## config.mk

```make
export PLATFORM = sky130hd
export DESIGN_NAME = wishbone_board_init
export DESIGN_NICKNAME = d
export VERILOG_FILES = /design/src/rtl/wishbone_board_init.sv
export SDC_FILE = /design/constraint.sdc
export NUM_CORES = 1
export LEC_CHECK = 0
export ABC_AREA = 1
export CAP_MARGIN = 20
export CELL_PAD_IN_SITES_DETAIL_PLACEMENT = 0
export CELL_PAD_IN_SITES_GLOBAL_PLACEMENT = 2
export CORE_ASPECT_RATIO = 0.8
export CORE_MARGIN = 2
export CORE_UTILIZATION = 33
export CTS_BUF_LIST = sky130_fd_sc_hd__clkbuf_4 sky130_fd_sc_hd__clkbuf_8
export CTS_CLUSTER_DIAMETER = 80
export DETAILED_ROUTE_END_ITERATION = 10
export GPL_TIMING_DRIVEN = 0
export PLACE_DENSITY = 0.91
export SYNTH_ARGS = -nofsm -noshare
export SYNTH_HDL_FRONTEND = slang
export SYNTH_SLANG_ARGS = --single-unit
```

## constraint.sdc

```tcl
create_clock -name clk -period 3.9 [get_ports clk]
set_input_delay 0.975 -clock clk [delete_from_list [all_inputs] [get_ports clk]]
set_output_delay 0.975 -clock clk [all_outputs]
set_load 0.1 [all_outputs]
```

## src/rtl/wishbone_board_init.sv

```systemverilog
// Wishbone master that builds a minesweeper board: clears the active area, drops
// LFSR-placed mines and bumps each mine's in-bounds neighbour counts via read-modify-write.
module wishbone_board_init #(
  parameter int unsigned BOARD_SIZE   = 16,
  parameter int unsigned MINE_BIT     = 7,
  parameter logic [15:0] LFSR_DEFAULT = 16'hACE1
) (
  input  logic        clk,
  input  logic        rst,
  input  logic        start_i,
  input  logic [8:0]  mine_count_i,
  input  logic [15:0] seed_i,
  output logic        busy_o,
  output logic        done_o,
  output logic [8:0]  mines_placed_o,
  output logic        m_wr_cyc_o,
  output logic        m_wr_stb_o,
  output logic        m_wr_we_o,
  output logic [7:0]  m_wr_adr_o,
  output logic [7:0]  m_wr_dat_o,
  input  logic        m_wr_stall_i,
  input  logic        m_wr_ack_i,
  output logic        m_rd_cyc_o,
  output logic        m_rd_stb_o,
  output logic        m_rd_we_o,
  output logic [7:0]  m_rd_adr_o,
  input  logic        m_rd_stall_i,
  input  logic        m_rd_ack_i,
  input  logic [7:0]  m_rd_dat_i
);

  localparam logic [4:0] BsLim    = 5'(BOARD_SIZE);
  localparam logic [3:0] BsLast   = 4'(BOARD_SIZE - 1);
  localparam logic [8:0] MaxMines = 9'(BOARD_SIZE * BOARD_SIZE - 1);
  localparam logic [7:0] MineMask = 8'(1 << MINE_BIT);

  typedef enum logic [3:0] {
    StIdle, StClr, StPick, StRdCand, StWrMine, StNbSel, StNbRd, StNbWr, StDone
  } state_e;

  state_e      state_q, state_d;
  logic        cyc_q, cyc_d, stb_q, stb_d;
  logic [3:0]  row_q, row_d, col_q, col_d;
  logic [7:0]  cand_q, cand_d, data_q, data_d;
  logic [2:0]  k_q, k_d;
  logic [15:0] lfsr_q, lfsr_d;
  logic [8:0]  limit_q, limit_d, placed_q, placed_d;

  logic        wr_sel, rd_sel, bus_stall, bus_ack, bus_done;
  logic [15:0] lfsr_nxt;
  logic        cand_ok;
  logic [5:0]  nb_row, nb_col;
  logic        nb_in;
  logic [7:0]  nb_adr, wr_adr, wr_dat, rd_adr;
  state_e      fin_state;

  assign lfsr_nxt = {lfsr_q[14:0], lfsr_q[15] ^ lfsr_q[13] ^ lfsr_q[12] ^ lfsr_q[10]};
  assign cand_ok  = ({1'b0, lfsr_nxt[7:4]} < BsLim) && ({1'b0, lfsr_nxt[3:0]} < BsLim);

  // Unsigned offsets: stepping below zero wraps to bit 5 set, which reads as out of bounds.
  always_comb begin
    nb_row = {2'b00, cand_q[7:4]};
    nb_col = {2'b00, cand_q[3:0]};
    unique case (k_q)
      3'd0, 3'd1, 3'd2: nb_row = nb_row - 6'd1;
      3'd5, 3'd6, 3'd7: nb_row = nb_row + 6'd1;
      default: ;
    endcase
    unique case (k_q)
      3'd0, 3'd3, 3'd5: nb_col = nb_col - 6'd1;
      3'd2, 3'd4, 3'd7: nb_col = nb_col + 6'd1;
      default: ;
    endcase
  end

  assign nb_in  = !nb_row[5] && !nb_col[5] && (nb_row[4:0] < BsLim) && (nb_col[4:0] < BsLim);
  assign nb_adr = {nb_row[3:0], nb_col[3:0]};

  assign wr_sel    = state_q inside {StClr, StWrMine, StNbWr};
  assign rd_sel    = state_q inside {StRdCand, StNbRd};
  assign bus_stall = wr_sel ? m_wr_stall_i : m_rd_stall_i;
  assign bus_ack   = wr_sel ? m_wr_ack_i : m_rd_ack_i;
  assign fin_state = (placed_q == limit_q) ? StDone : StPick;

  always_comb begin
    wr_adr = 8'h00;
    wr_dat = 8'h00;
    unique case (state_q)
      StClr:    wr_adr = {row_q, col_q};
      StWrMine: begin wr_adr = cand_q; wr_dat = data_q | MineMask; end
      StNbWr:   begin wr_adr = nb_adr; wr_dat = {data_q[7:4], data_q[3:0] + 4'd1}; end
      default: ;
    endcase
  end

  assign rd_adr = (state_q == StNbRd) ? nb_adr : cand_q;

  assign m_wr_cyc_o = cyc_q & wr_sel;
  assign m_wr_stb_o = stb_q & wr_sel;
  assign m_wr_we_o  = cyc_q & wr_sel;
  assign m_wr_adr_o = m_wr_cyc_o ? wr_adr : 8'h00;
  assign m_wr_dat_o = m_wr_cyc_o ? wr_dat : 8'h00;
  assign m_rd_cyc_o = cyc_q & rd_sel;
  assign m_rd_stb_o = stb_q & rd_sel;
  assign m_rd_we_o  = 1'b0;
  assign m_rd_adr_o = m_rd_cyc_o ? rd_adr : 8'h00;

  assign busy_o         = !(state_q inside {StIdle, StDone});
  assign done_o         = (state_q == StDone);
  assign mines_placed_o = placed_q;

  always_comb begin
    state_d  = state_q;
    cyc_d    = cyc_q;
    stb_d    = stb_q;
    row_d    = row_q;
    col_d    = col_q;
    cand_d   = cand_q;
    data_d   = data_q;
    k_d      = k_q;
    lfsr_d   = lfsr_q;
    limit_d  = limit_q;
    placed_d = placed_q;
    bus_done = 1'b0;

    // A bus state launches its transaction from an idle cycle, which also gives the
    // mandatory gap between back-to-back cycles on different ports.
    if (wr_sel || rd_sel) begin
      if (!cyc_q) begin
        cyc_d = 1'b1;
        stb_d = 1'b1;
      end else begin
        if (stb_q && !bus_stall) stb_d = 1'b0;
        if (bus_ack) begin
          cyc_d    = 1'b0;
          stb_d    = 1'b0;
          bus_done = 1'b1;
        end
      end
    end

    unique case (state_q)
      StIdle: begin
        if (start_i) begin
          state_d  = StClr;
          row_d    = 4'd0;
          col_d    = 4'd0;
          limit_d  = (mine_count_i > MaxMines) ? MaxMines : mine_count_i;
          lfsr_d   = (seed_i == 16'h0000) ? LFSR_DEFAULT : seed_i;
          placed_d = 9'd0;
        end
      end
      StClr: begin
        if (bus_done) begin
          if (col_q == BsLast) begin
            col_d = 4'd0;
            if (row_q == BsLast) state_d = (limit_q == 9'd0) ? StDone : StPick;
            else                 row_d   = row_q + 4'd1;
          end else begin
            col_d = col_q + 4'd1;
          end
        end
      end
      StPick: begin
        lfsr_d = lfsr_nxt;
        cand_d = lfsr_nxt[7:0];
        if (cand_ok) state_d = StRdCand;
      end
      StRdCand: begin
        if (bus_done) begin
          if (m_rd_dat_i[MINE_BIT]) begin
            state_d = StPick;
          end else begin
            data_d  = m_rd_dat_i;
            state_d = StWrMine;
          end
        end
      end
      StWrMine: begin
        if (bus_done) begin
          placed_d = placed_q + 9'd1;
          k_d      = 3'd0;
          state_d  = StNbSel;
        end
      end
      StNbSel: begin
        if (nb_in)             state_d = StNbRd;
        else if (k_q == 3'd7)  state_d = fin_state;
        else                   k_d     = k_q + 3'd1;
      end
      StNbRd: begin
        if (bus_done) begin
          data_d  = m_rd_dat_i;
          state_d = StNbWr;
        end
      end
      StNbWr: begin
        if (bus_done) begin
          if (k_q == 3'd7) begin
            state_d = fin_state;
          end else begin
            k_d     = k_q + 3'd1;
            state_d = StNbSel;
          end
        end
      end
      StDone:  state_d = StIdle;
      default: state_d = StIdle;
    endcase
  end

  always_ff @(posedge clk or posedge rst) begin
    if (rst) begin
      state_q  <= StIdle;
      cyc_q    <= 1'b0;
      stb_q    <= 1'b0;
      row_q    <= 4'd0;
      col_q    <= 4'd0;
      cand_q   <= 8'h00;
      data_q   <= 8'h00;
      k_q      <= 3'd0;
      lfsr_q   <= LFSR_DEFAULT;
      limit_q  <= 9'd0;
      placed_q <= 9'd0;
    end else begin
      state_q  <= state_d;
      cyc_q    <= cyc_d;
      stb_q    <= stb_d;
      row_q    <= row_d;
      col_q    <= col_d;
      cand_q   <= cand_d;
      data_q   <= data_d;
      k_q      <= k_d;
      lfsr_q   <= lfsr_d;
      limit_q  <= limit_d;
      placed_q <= placed_d;
    end
  end

endmodule

```

Word level (Yosys, flattened, before mapping)
Cells that the tools add are included.
{"block": "word_totals", "regBits": 67, "in_bits": 40, "out_inout_bits": 41}
{"block": "classes", "addsub": 9, "magnitude_cmp": 3, "eq_ne": 31, "n_mux": 57, "bitwise_logic": 7, "n_reduce_logical": 33}
{"cell": "$mux W4", "n": 19}
{"cell": "$mux W8", "n": 7}
{"cell": "$mux W16", "n": 2}
{"cell": "$pmux W16 S2", "n": 1}
{"cell": "$pmux W4 S8", "n": 1}
{"cell": "$pmux W8 S2", "n": 2}
{"cell": "$mux W9", "n": 3}
{"cell": "$pmux W6 S2", "n": 2}
{"cell": "$pmux W8 S3", "n": 1}
{"cell": "$ne A2 B2 Y1 const B", "n": 9}
{"cell": "$pmux W9 S2", "n": 1}
{"cell": "$eq A4 B3 Y1 const B", "n": 4}
{"cell": "$logic_not A16 Y1", "n": 1}
{"cell": "$pmux W4 S2", "n": 2}
{"cell": "$mux W3", "n": 5}
{"cell": "$add A4 B1 Y4 const B", "n": 3}
{"cell": "$eq A3 B3 Y1 const B", "n": 4}
{"cell": "$eq A4 B4 Y1 const B", "n": 3}
{"cell": "$reduce_or A3 Y1", "n": 4}
{"cell": "$add A4 B1 Y5 const B", "n": 2}
{"cell": "$lt A5 B5 Y1 const B", "n": 2}
{"cell": "$mux W1", "n": 10}
{"cell": "$reduce_bool A2 Y1", "n": 5}
{"cell": "$sub A4 B1 Y5 const B", "n": 2}
{"cell": "other kinds (26)", "n": 45}

Longest topological paths before layout
Gate-level depths: netlist (run 1).
{"block": "depth", "depth_word": 9, "depth_mapped": 12}

Least setup slack after synthesis (run 1)
Ideal clock, no wire load.
{"block": "synth_path", "kind": "flip-flop to output port", "start": "register state_q[0]", "end": "output port m_wr_dat_o[0]", "arrival_ps": 3273, "path_slack_ps": -348, "path_stages_with_launch": 6, "path_cell_list": "dfrtp_1 -> buf_6 -> nor2_2 -> nand2_4 -> clkbuf_1 -> a211oi_1"}
{"block": "synth_via", "elab_chain_len": 4, "elab_cells_between_ends": 7, "cone_classes": "eq/ne: 3; mux: 2; bitwise: 1; reduce/logical: 1"}
{"item": "from (decl)", "line": "41", "text": "state_e state_q, state_d;"}
{"item": "from (signal assigned)", "line": "214", "text": "state_q <= StIdle;"}
{"item": "from (signal assigned)", "line": "226", "text": "state_q <= state_d;"}
{"item": "$eq A4 B1 Y1 / $eq A4 B3 Y1 (equally long branches)", "line": "79, 88"}
{"item": "$reduce_bool A3 Y1", "line": "79", "text": "assign wr_sel = state_q inside {StClr, StWrMine, StNbWr};"}
{"item": "$and A1 B1 Y1", "line": "98", "text": "assign m_wr_cyc_o = cyc_q & wr_sel;"}
{"item": "$mux W8 *", "line": "102", "text": "assign m_wr_dat_o = m_wr_cyc_o ? wr_dat : 8'h00;"}
{"item": "to (decl)", "line": "20", "text": "output logic [7:0] m_wr_dat_o,"}
Every way passes the cells marked *; elsewhere a longest branch is shown, timed or not.

Final worst setup path (run 1)
{"block": "layout_path", "start": "register state_q[1]", "end": "output port m_wr_dat_o[7]"}
The elaborated chain is that of the path after synthesis.

==> results of run 1 <==
stage by stage:
stage / cells / TNS, ns / setup WS (ns) / util
after floorplan: 668 / 0 / 0.0103 / -
after global placement: 931 / -7.73 / -0.317 / 0.410
after detailed placement: 931 / -2.18 / -0.283 / 0.410
after CTS: 947 / 0 / 0.00866 / 0.426
after global routing: 947 / 0 / 0.00200 / 0.427
final: 947 / 0 / 0.168 / 0.427
final timing paths:
check                                  startpoint                endpoint  slack, ns  cells after the start
setup / recovery           state_q[1]$_DFFE_PP0P_           m_wr_dat_o[7]       0.17                      5
max in group asynchronous                     rst   data_q[6]$_DFFE_PP0P_       2.18                      2
hold reg to reg             data_q[6]$_DFFE_PP0P_   data_q[6]$_DFFE_PP0P_       0.49                      2
hold / removal              data_q[6]$_DFFE_PP0P_   data_q[6]$_DFFE_PP0P_       0.49                      2
setup reg to reg               k_q[0]$_DFFE_PP0P_  state_q[2]$_DFFE_PP0P_       1.74                     12
min in group asynchronous                     rst  limit_q[2]$_DFFE_PP0P_       1.14                      2
where the power goes:
group	switching [mW]	internal, mW	total (mW)
clock network	0.304	0.463	0.768
logic	1.83	0.781	2.61
registers	0.229	0.977	1.21
total	2.36	2.22	4.59
logic make-up after synthesis:
| logic type | Yosys count | synth area share |
|---|---|---|
| flip-flops | 67 | 0.356 |
| XOR/XNOR | 13 | 0.0240 |
| other | 1 | 0.000791 |
| AND/OR/NAND/NOR | 346 | 0.343 |
| adder cells (fa/ha/maj) | 14 | 0.0369 |
| AO/OA/AOI/OAI | 118 | 0.146 |
| buffers and inverters | 109 | 0.0934 |
worst max-delay path: stages (launching register included):
cell           delay [ns]
dfrtp_1              0.48
nor2_2               0.32
nand2_4              0.14
clkbuf_1             0.34
a21oi_1              0.24
dlygate4sd2_1        0.87
cell usage in the layout, fill, tap and decap left out, drive strengths merged, types with 6 or more instances in the layout:
cell type	instances
clkdlybuf4s50	53
dfrtp	59
nand3	60
ha	14
o22ai	6
inv	94
nand4	11
nor2	64
xor2	10
nand2	192
clkbuf	23
o211ai	7
a21oi	25
dfstp	8
nor3	6
or2	9
buf	17
o21ai	65
sequential cells by signal, indices dropped and copies added, names as in the netlist:
name,count
cand_q,8
col_q,4
cyc_q,1
data_q,8
k_q,3
lfsr_q,16
limit_q,9
mines_placed_o,9
row_q,4
state_q,4
stb_q,1
per-layer routing:
layer	global-route usage	share of wire	vias to the layer above	routed length, um
met2	0.286	0.43	94	6090
met5	0	0	-	0
met3	0.0337	0.031	16	430
li1	-	-	2346	-
met4	0.0537	0.015	0	210
met1	0.275	0.52	2216	7310
cell usage after synthesis, types with 3 or more instances:
master and count:
a21oi_1 23, a31oi_1 3, buf_2 3, buf_4 4, clkbuf_1 6, dfrtp_1 59, dfstp_2 8, ha_1 14
inv_1 82, inv_2 11, nand2_1 178, nand2_2 5, nand2_4 6, nand2_8 3, nand3_1 55, nand3_4 3
nand4_1 11, nor2_1 57, nor2_2 5, nor3_1 5, o211ai_1 7, o21a_1 5, o21ai_0 51, o21ai_1 12
o221ai_1 4, o22ai_1 6, or2_2 8, xnor2_1 3, xor2_1 10
repair_timing:
item / in CTS / in global routing
gates resized for setup: 71 / 32
endpoints found under the setup margin: 23 / 20
endpoints found under the hold margin: 0 / 0
area by class of cell:
type                            instances  area, um^2
Multi-Input combinational cell        492        2670
Timing Repair Buffer                   79         752
Buffer                                 15        91.3
Sequential cell                        67        1690
Tap cell                              184         230
Clock buffer                           11         151
Fill cell                            1477        8110
Inverter                               94         355
Clock inverter                          5         108
==> results.sh, run 1 <==
export IMPL_status="finished clean"
export IMPL_power_density_nw_per_um2=759
export IMPL_grt_ovfl_total=0
export IMPL_cts_tree="yes"
export IMPL_antenna_found_initial=0
export IMPL_rsz0062_at_grt="false"
export IMPL_initial_core_util=0.335
export IMPL_die_area_um2=15400
export IMPL_synth_top_flop_cell="dfrtp_1"
export IMPL_drt_antenna_violating_nets=0
export IMPL_syn_inst=668
export IMPL_crit_arrival_ns=2.76
export IMPL_fin_nets=812
export IMPL_synth_top_cell_by_area="dfrtp_1"
export IMPL_root_buffer="clkbuf_8"
export IMPL_num_vias=4672
export IMPL_htreeDepth=3
export IMPL_synth_edf_count=0
export IMPL_cts_num_sinks=67
export IMPL_final_setup_skew_ns=0.0100
export IMPL_max_freq_mhz=268
export IMPL_ys_top_cells_by_area="dfrtp_1 31%, nand2_1 14%, inv_1 6.5%"
export IMPL_ys_seq_elements=67
export IMPL_wire_per_inst_um=14.8
export IMPL_critPathRequiredTime_ns=2.92
export IMPL_num_rows=39
export IMPL_coreArea_um2=14200
export IMPL_start_kind="register"
export IMPL_dp_final_hpwl_um=10700
export IMPL_tightest_slew_ns=0.972
export IMPL_gp_congestion=0.908
export IMPL_die_y_um=111
export IMPL_numCtsBuffers=9
export IMPL_ys_types=44
export IMPL_critPathCaptureType="output port"
export IMPL_maxCapViolCount=0
export IMPL_synth_nets=722
export IMPL_critical_path_class="register to output port"
export IMPL_avgSynthCellArea_um2=7.10
export IMPL_clk_path_buf_depth=2
export IMPL_async_reset_ff_frac=1.00
export IMPL_finalCritPeriodShare=0.957
export IMPL_cts_hold_buf=0
export IMPL_fin_crit_ns=3.73
export IMPL_p_leak_nw=2.90
export IMPL_hold_violations=0
export IMPL_crit_fanout=10
export IMPL_min_path_type="register to register"
export IMPL_layout_drive_gt1_share=0.151
export IMPL_ir_drop_mv=0.363
export IMPL_io_pin_count=81
export IMPL_placed_area_um2=5810
export IMPL_post_route_cell_area_um2=6040
export IMPL_grt_pass1_wl_um=23400
export IMPL_io_buffer_count=79
export IMPL_syn_area_um2=4740
export IMPL_yosysSeqAreaShare=0.356
export IMPL_drc=0
export IMPL_clkLatencyLatePin_ns=0.36
export IMPL_clk_pin_slew_worst_paths_ns=0.08
export IMPL_holdWs_ns=0.490
export IMPL_grt_max_degree=68
export IMPL_diodes=0
export IMPL_max_slew_margin_rel=0.350
export IMPL_die_x_um=138
export IMPL_drv_slew=0
export IMPL_postCtsSetupRepairBufs=0
export IMPL_drt_iter0_drc=251
export IMPL_syn2layout_area_growth_pct=27.4
export IMPL_synth_top_area_share=0.311
export IMPL_track_usage=0.189
export IMPL_wirelength_um=14000
export IMPL_firstDrtPassIters=5
export IMPL_yosysWarnings=0
export IMPL_vias_per_cell=4.93
export IMPL_grt_pass1_vias=4551
export IMPL_total_power_mw=4.59
export IMPL_setup_viol_count_final=0
(Power assumes the default switching activity.)
==> inputs of run 2 (changes only) <==
- CORE_UTILIZATION: 33 -> 28
- PLACE_DENSITY: 0.91 -> 0.82
- clock period: 3.9 -> 3.33 ns (I/O delays scaled with it)
==> run 2 against run 1 <==
Effect of this change: setup slack worse by 0.067 ns; sequential share of layout area is 0.90 points lower; first-iteration DRC count is 11% higher; design area is 3.6% higher.
==> results.sh, run 2 (synthesis gave the netlist of run 1 again) <==
export IMPL_initial_core_util=0.287
export IMPL_num_rows=42
export IMPL_switching_share=0.523
export IMPL_instances_no_fill=985
export IMPL_syn2layout_area_growth_pct=32.0
export IMPL_cts_num_sinks=67
export IMPL_die_y_um=120
export IMPL_grt_ovfl_total=0
export IMPL_die_area_um2=18000
export IMPL_top_register="lfsr_q"
export IMPL_p_int_mw=2.57
export IMPL_n_fill_cell=1750
export IMPL_seqCellArea_um2=1690
export IMPL_track_usage=0.170
export IMPL_cts_hold_buf=0
export IMPL_fin_nets=814
export IMPL_root_buffer="clkbuf_8"
export IMPL_hold_violations=0
export IMPL_crit_fanout=6
export IMPL_total_power_mw=5.38
export IMPL_cts_tree="yes"
export IMPL_status="finished clean"
export IMPL_p_clk_frac=0.143
export IMPL_io_pin_count=81
export IMPL_drv_slew=0
export IMPL_dp_final_hpwl_um=11300
export IMPL_vias_per_cell=4.68
export IMPL_min_path_type="register to register"
export IMPL_num_vias=4612
export IMPL_combPwrFrac=0.593
export IMPL_io_buffer_count=79
export IMPL_start_kind="register"
export IMPL_layout_commonest_cell="nand2_1"
export IMPL_largest_reg_flops=16
export IMPL_dp_cells=968
export IMPL_rsz0062_at_grt="true"
export IMPL_antenna_found_initial=0
export IMPL_crit_arrival_ns=2.40
export IMPL_layout_drive_gt1_share=0.191
export IMPL_coreArea_um2=16600
export IMPL_drc=0
export IMPL_gp_congestion=0.846
export IMPL_multi_input_area_um2=2790
export IMPL_fin_crit_ns=3.23
export IMPL_drt_antenna_violating_nets=0
export IMPL_htreeDepth=3
export IMPL_maxCapViolCount=0
export IMPL_grt_max_degree=68
export IMPL_finalSetupTns_ns=0
export IMPL_layout_common_cells="176 x nand2_1, 79 x inv_1, 55 x dfrtp_1"
export IMPL_firstDrtPassIters=5
export IMPL_power_density_nw_per_um2=859
export IMPL_grt_pass1_wl_um=23800
export IMPL_clkLatencyLatePin_ns=0.37
export IMPL_wire_per_inst_um=14.6
export IMPL_max_slew_margin_rel=0.328
export IMPL_drt_iter0_drc=278
export IMPL_final_setup_skew_ns=0.00739
export IMPL_switching_power_mw=2.81
export IMPL_ir_drop_mv=0.246
export IMPL_die_x_um=150
export IMPL_critical_path_class="register to output port"
export IMPL_setup_viol_count_final=0
export IMPL_clk_path_buf_depth=2
export IMPL_wirelength_um=14400
export IMPL_grt_pass1_vias=4500
export IMPL_clk_pin_slew_worst_paths_ns=0.08
export IMPL_numCtsBuffers=9
export IMPL_max_freq_mhz=310
export IMPL_finalCritPeriodShare=0.970
export IMPL_diodes=0
export IMPL_tightest_slew_ns=1.00
export IMPL_critPathRequiredTime_ns=2.50
export IMPL_critPathCaptureType="output port"
export IMPL_p_leak_nw=2.88
export IMPL_seq_power_share=0.265
[run 2: changes by cell type in the layout (fill, tap and decap cells not counted), sizes merged]
cell / change
buf: +14
bufinv: -1
clkinvlp: +1
dlymetal6s2s: -3
clkinv: +1
clkdlybuf4s18: +3
dlygate4sd2: -3
inv: -1
clkdlybuf4s50: -4
clkbuf: -5
[run 2: power groups by stage]
stage | registers (mW) | logic [mW] | clock network [mW]
floorplan | 1.39 | 2.36 | 0
finish | 1.42 | 3.19 | 0.768
CTS | 1.41 | 3.12 | 0.800
global route | 1.47 | 3.54 | 0.833
global placement | 1.42 | 3.07 | 0
detailed placement | 1.43 | 3.10 | 0
[run 2: final timing paths]
kind	to	startpoint	slack [ns]	depth (start not counted)
worst max-delay path	m_wr_adr_o[0]	k_q[1]$_DFFE_PP0P_	0.10	9
worst min-delay path	data_q[6]$_DFFE_PP0P_	data_q[6]$_DFFE_PP0P_	0.49	2
worst max register to register	state_q[2]$_DFFE_PP0P_	k_q[1]$_DFFE_PP0P_	1.33	12
worst min register to register	data_q[6]$_DFFE_PP0P_	data_q[6]$_DFFE_PP0P_	0.49	2
max in group asynchronous	state_q[3]$_DFFE_PP0P_	rst	2.13	3
min in group asynchronous	lfsr_q[12]$_DFFE_PP0P_	rst	0.88	3
[run 2: what timing repair did]
item	in CTS	in global routing
setup endpoints to repair	30	25
gates resized for setup	146	47
pin swaps	2	8
setup buffers	1	1
[run 2: stage by stage]
step	utilization	hold slack (ns)	cell area, um^2	setup slack (ns)
2_1_floorplan	-	0.449	4800	-0.0737
3_3_place_gp	0.355	0.465	5870	-0.837
3_5_place_dp	0.356	0.470	5900	-0.836
4_1_cts	0.371	0.488	6140	-0.00455
6_report	0.378	0.489	6260	0.101
5_1_grt	0.378	0.509	6260	-0.0646
[run 2: cell type report]
class,instances,area share
multi-input cells,492,0.446
flip-flops and latches,67,0.270
repair buffers,82,0.134
clock inverters,5,0.0124
inverters,94,0.0572
plain buffers,14,0.0140
clock buffers,11,0.0222
well taps,220,0.0440
[run 2: metal layers]
metal	up-vias	GRT usage	share of wire
li1	2346	-	-
met1	2181	0.244	0.49
met2	76	0.257	0.46
met3	9	0.0336	0.039
met4	0	0.0524	0.011
met5	-	0	0
[run 2: critical path, cell delays in order (launching register included)]
cell      delay [ns]
dfrtp_2         0.42
inv_1           0.08
ha_1            0.21
nand2_2         0.13
nand3b_1        0.18
or2_4           0.35
xor2_4          0.18
nor2_1          0.12
o21a_1          0.18
buf_12          0.18
==> inputs of run 3 (changes only) <==
- GPL_ROUTABILITY_DRIVEN: default -> 0
==> results of run 3 <==
No change in the layout: final DEF, timing and power equal those of run 2.
